$ cat config.mk
export PLATFORM = sky130hd
export DESIGN_NAME = fetch_redirect_ctrl
export DESIGN_NICKNAME = d
export VERILOG_FILES = /design/src/rtl/fetch_redirect_ctrl.sv
export SDC_FILE = /design/constraint.sdc
export NUM_CORES = 1
export LEC_CHECK = 0
export BUFFER_PORTS_ARGS = -buffer_cell sky130_fd_sc_hd__buf_2
export CAP_MARGIN = 20
export CORE_MARGIN = 4
export CORE_UTILIZATION = 30
export CTS_BUF_LIST = sky130_fd_sc_hd__clkbuf_8
export DETAILED_ROUTE_END_ITERATION = 7
export GPL_TIMING_DRIVEN = 0
export MAX_ROUTING_LAYER = met4
export SLEW_MARGIN = 40
export SYNTH_ARGS = -nofsm -noshare
export SYNTH_HDL_FRONTEND = slang
export SYNTH_SLANG_ARGS = --single-unit
$ cat constraint.sdc
create_clock -name clk -period 3.9 [get_ports clk]
set_input_delay 0.78 -clock clk [delete_from_list [all_inputs] [get_ports clk]]
set_output_delay 0.78 -clock clk [all_outputs]
set_load 0.01 [all_outputs]
$ cat src/rtl/fetch_redirect_ctrl.sv
// Instruction-fetch PC sequencer: owns the PC, issues req/ack fetches, applies branch
// redirects, and drains a fetch already in flight before sending the redirect target.
//
// state | meaning
// BOOT  | first cycle after reset, no request, redirects ignored
// REQ   | request on if_addr, correct-path fetch
// HOLD  | stalled, no request outstanding
// DRAIN | stale request still outstanding, redirect target parked in tgt
module fetch_redirect_ctrl #(
  parameter int              PC_W     = 8,
  parameter logic [PC_W-1:0] RESET_PC = '0,
  parameter int              CNT_W    = 8
) (
  input  logic             clk,
  input  logic             rst_n,
  input  logic             stall,
  input  logic             pc_sel,
  input  logic [31:0]      br_pc,
  input  logic             if_ack,
  output logic             if_req,
  output logic [PC_W-1:0]  if_addr,
  output logic             inst_valid,
  output logic             flush_if_id,
  output logic             flush_id_ex,
  output logic             misalign_err,
  output logic [CNT_W-1:0] redirect_cnt
);

  typedef enum logic [1:0] {BOOT, REQ, HOLD, DRAIN} state_t;

  state_t          state;
  state_t          resume_state;
  logic [PC_W-1:0] tgt;
  logic [PC_W-1:0] tgt_a;
  logic            redirect;
  logic            unused_br_hi;

  assign tgt_a        = {br_pc[PC_W-1:2], 2'b00};
  assign unused_br_hi = ^br_pc[31:PC_W];
  assign redirect     = pc_sel && (state != BOOT);
  assign resume_state = stall ? HOLD : REQ;

  assign if_req       = (state == REQ) || (state == DRAIN);
  assign inst_valid   = (state == REQ) && !pc_sel && if_ack;
  assign flush_if_id  = redirect;
  assign flush_id_ex  = redirect;
  assign misalign_err = redirect && (br_pc[1:0] != 2'b00);

  always_ff @(posedge clk or negedge rst_n) begin
    if (!rst_n) begin
      state        <= BOOT;
      if_addr      <= RESET_PC;
      tgt          <= '0;
      redirect_cnt <= '0;
    end else begin
      if (redirect && !(&redirect_cnt))
        redirect_cnt <= redirect_cnt + 1'b1;

      case (state)
        BOOT: state <= resume_state;
        REQ: begin
          if (pc_sel) begin
            if (if_ack) begin
              if_addr <= tgt_a;
              state   <= resume_state;
            end else begin
              // request already issued on the stale PC; it must complete first
              tgt   <= tgt_a;
              state <= DRAIN;
            end
          end else if (if_ack) begin
            if_addr <= if_addr + PC_W'(4);
            state   <= resume_state;
          end
        end
        HOLD: begin
          if (pc_sel)
            if_addr <= tgt_a;
          state <= resume_state;
        end
        DRAIN: begin
          if (pc_sel)
            tgt <= tgt_a;
          if (if_ack) begin
            if_addr <= pc_sel ? tgt_a : tgt;
            state   <= resume_state;
          end
        end
        default: state <= BOOT;
      endcase
    end
  end

endmodule

; ---- Word level (Yosys, flattened, before mapping)
; Index checks and enable logic that the tools add are counted.
[classes]
add_sub_neg = 2
reduce_logical = 17
eq_ne = 8
mux = 15
[ops]
columns = op, count
row1 = $mux 8, 8
row2 = $pmux 8 s3, 1
row3 = $pmux 8 s2, 1
row4 = $ne 2x2->1 const B, 5
row5 = $add 8x1->8 const B, 1
row6 = $add 8x3->8 const B, 1
row7 = $mux 2, 4
row8 = $reduce_and 8->1, 1
row9 = $pmux 2 s3, 1
row10 = $reduce_bool 2->1, 3
row11 = $logic_and 1x1->1, 5
row12 = $eq 2x2->1 const B, 2
row13 = $reduce_and 4->1, 1
row14 = $reduce_and 3->1, 1
row15 = $reduce_bool 3->1, 1
row16 = $eq 2x1->1 const B, 1
row17 = $logic_not 1->1, 2
row18 = $logic_not 2->1, 1
row19 = $reduce_or 2->1, 1
row20 = $logic_or 1x1->1, 1
[totals]
output_inout_bits = 21
elab_cells = 46
inputBits = 37
regBits = 26

; ---- Logic depth before layout (Yosys ltp)
[logic_depth]
word_depth = 4
mapped_depth = 6

; ---- Worst setup path after synthesis
; OpenSTA, ideal clock, no wires.
[synth_path]
path_type = input to output
start = in pc_sel
end = out inst_valid
t_arrival_ns = 1.385
t_required_ns = 3.120
path_buffers = 2
setup_slack_ns = 1.735
stages = 3
cell_sequence = buf_4 > buf_4 > nor3_1
[synth_between]
elab_chain_len = 3
[synth_lines]
columns = element, line_no
row1 = "start, declared", 17  ; input logic pc_sel,
row2 = $logic_not 1->1, 44  ; assign inst_valid = (state == REQ) && !pc_sel && if_ack;
row3 = $logic_and 1x1->1 (2 in a row), 44
row4 = "end, declared", 22  ; output logic inst_valid,
; Every way passes these cells.

; ---- Final worst setup path
; Ends and elaborated chain as after synthesis.

==> implementation parameters <==
Parameter                              Value

Finish
  Fraction of layout instances using a drive strength above 1 ... 0.328
  Layout overhead on the synthesized area ... 21.0%
  Layout fillers ... 458
  FF+latch area ... 651 um^2
  Post-layout nets ... 223
  Antenna diode count ... 0
  Post-Route Utilization ... 0.386
  Area of all placed cells without fillers ... 0.00174 mm^2
  Area taken by multi-input logic gates ... 716 um^2

Synthesis
  Mapped Area ... 0.00144 mm^2
  Number of enable-type register cells in the synthesized netlist ... 0
  Number of distinct library cells after synthesis ... 42
  Leading cell types by total area after synthesis ... dfrtp_1, mux2_2, a21oi_1
  Most frequent cells after synthesis ... dfrtp_1, a21oi_1, nor2_1
  Most repeated cell in the gate-level netlist after synthesis ... dfrtp_1
  Share of the yosys chip area belonging to registers ... 0.453
  Total number of yosys warnings ... 0
  Share of the synthesized area in the top cell type ... 0.453
  Leading area contributor after synthesis ... dfrtp_1
  Number of flip-flops and latches in the synthesized netlist ... 26
  Most instantiated flip-flop cell in the synthesis netlist ... dfrtp_1
  Number of nets in the synthesized netlist ... 185
  Cell count after synthesis ... 146
  Mean area per synthesized cell ... 9.85 um^2
  Share of flip-flops with an asynchronous set or reset after synthesis ... 1.00

Pwr
  Part of the power in registers ... 0.451
  Total Power Consumption ... 0.953 mW
  VDD IR-drop max ... 0.000308 V
  Internal power ... 0.619 mW
  Fraction of power spent switching nets ... 0.350
  Clock group share of total power ... 0.235
  Total power divided by cell area ... 548 mW/mm^2
  Relative contribution of combinational cells to total power ... 0.314
  Sw power ... 0.333 mW
  Lkg Pwr ... 0.806 nW

Placed design
  Port buffer count ... 33
  Final weighted congestion in routability-driven placement ... 0.829
  Area after DPL ... 0.00167 mm^2
  Post-DP HPWL ... 2.34 mm

Drt
  Mean number of vias per cell ... 5.17
  First DRT Iteration DRCs ... 43
  Drc violations ... 0
  Overall routed net length ... 3.14 mm
  Pre-Repair DR Iteration Count ... 4
  Total via count after detailed routing ... 1,214
  Detailed-route wire length per cell ... 13.4 um
  Antenna-violating nets left ... 0

CTS
  Number of buffers added for setup after CTS ... 0
  Number of buffers created by CTS ... 3
  Clock Pin Slew Worst Setup and Hold Paths ... 0.09 ns
  Clk sinks ... 26
  TritonCTS clock tree ... built
  Root Driver ... clkbuf_8
  Number of H-tree branching levels ... 1
  Cts repair resizes ... 0
  Hold-fix buffers at CTS ... 0
  Latest clock arrival within the worst-skew pair ... 0.27 ns
  Max Root-Sink Buffers ... 2

Global route
  Number of antenna violations at the first check in global routing ... 0
  Number of global-route vias before repair ... 1,142
  GR Util All Layers ... 0.115
  Overflow left after global routing ... 0
  Maximum number of pins on one net before global-route repair ... 27
  Wire length of the first global-routing pass ... 5.46 mm

Critical path
  Worst Path Arrival ... 1.62 ns
  Worst Path Required ... 3.12 ns
  CP Class ... input pin to output pin
  Worst Setup Start Kind ... input pin
  Crit. End Element ... output pin
  Crit path max fanout ... 10

Timing
  Final-report setup violation count ... 0
  Worst max-slew margin expressed relative to the limit ... 0.627
  Number of hold-slack violations in the final timing report ... 0
  Setup clock skew after layout ... 0.00189 ns
  Setup repair after global routing missed its margin ... no
  Fin crit share ... 0.614
  Post-layout minimum cycle time ... 2.40 ns
  Worst slack on hold paths ... 0.485 ns
  Actual slew at the worst max-slew pin ... 0.560 ns
  Highest clock frequency the design can meet ... 417 MHz
  Accumulated negative setup slack ... 0 ns
  Max-slew violation count ... 0

Die
  Top-Level Pins ... 58
  Die Ht ... 77.2 um
  Area of the core region ... 0.00450 mm^2
  Die ar. ... 0.00596 mm^2
  Initial Utilization ... 0.319
  Die Span X ... 77.2 um
  Number of cell rows ... 24

Flow run
  Max-capacitance violation count ... 0

Outcome
  Outcome ... finished clean

Min path
  Hold crit path type ... input pin to async pin
==> final timing paths <==
kind | start | to | slack, ns | cells after the start
max | pc_sel | inst_valid | 1.50 | 5
min | rst_n | if_addr[3]$_DFFE_PN0P_ | 0.48 | 1
max reg2reg | redirect_cnt[0]$_DFFE_PN0P_ | redirect_cnt[1]$_DFFE_PN0P_ | 2.23 | 4
min reg2reg | tgt[0]$_DFFE_PN0P_ | if_addr[0]$_DFFE_PN0P_ | 0.50 | 1
max in group asynchronous | rst_n | tgt[7]$_DFFE_PN0P_ | 3.04 | 1
min in group clk | tgt[0]$_DFFE_PN0P_ | if_addr[0]$_DFFE_PN0P_ | 0.50 | 1
==> through the flow <==
stage / setup slack [ns] / std cells
2_1_floorplan: 1.73 / 146
3_3_place_gp: 1.48 / 231
3_5_place_dp: 1.51 / 231
4_1_cts: 1.51 / 235
5_1_grt: 1.42 / 235
6_report: 1.50 / 235
==> per-layer routing <==
metal,vias up,wire length (um),GRT usage
li1,604,-,-
met1,569,1570,0.158
met2,38,1330,0.169
met3,3,226,0.0363
met4,0,17,0.0160
met5,-,0,-
==> cell usage in the layout, fill, tap and decap left out, drive strengths merged, types with 2 or more instances in the layout <==
master and instances:
dfrtp 26, a31oi 4, nor2 14, o32ai 3
buf 38, a22o 3, o22ai 2, nor4 3
nand2 9, and3 4, xor2 3, nor2b 4
o21ai 8, nand4 2, mux2 8, o21a 3
inv 7, clkbuf 4, ha 2, a21oi 15
nor3 2, nand3 6
==> final cells by class <==
type / count / area share
inverters: 7 / 0.0151
well taps: 52 / 0.0374
plain buffers: 6 / 0.0259
clock buffers: 3 / 0.0237
repair buffers: 33 / 0.0950
clock inverters: 1 / 0.0173
flip-flops and latches: 26 / 0.374
multi-input cells: 107 / 0.412
==> flip-flops by register name (all words and copies together) (netlist names) <==
signal / cells
redirect_cnt: 8
state: 2
if_addr: 8
tgt: 8
==> critical path: stages <==
cell and delay (ns):
buf_2 0.14, buf_4 0.18, buf_4 0.18, nor3_1 0.18, buf_2 0.16
==> kinds of logic (layout without fill, tap and decap cells) <==
family,Yosys count,count (layout),share of synthesized area
buffers and inverters,13,50,0.0496
multiplexers,9,9,0.0696
AO/OA/AOI/OAI,43,43,0.206
flip-flops,26,26,0.453
adder cells (fa/ha/maj),2,2,0.0174
AND/OR/NAND/NOR,49,49,0.180
XOR/XNOR,4,4,0.0244
==> power groups by stage <==
stage	clock network [mW]	registers, mW	logic [mW]
floorplan	0	0.442	0.175
global placement	0	0.433	0.299
detailed placement	0	0.431	0.303
CTS	0.231	0.428	0.304
global route	0.236	0.442	0.337
finish	0.224	0.430	0.299
Note: power is estimated with default switching activity, not from simulation.
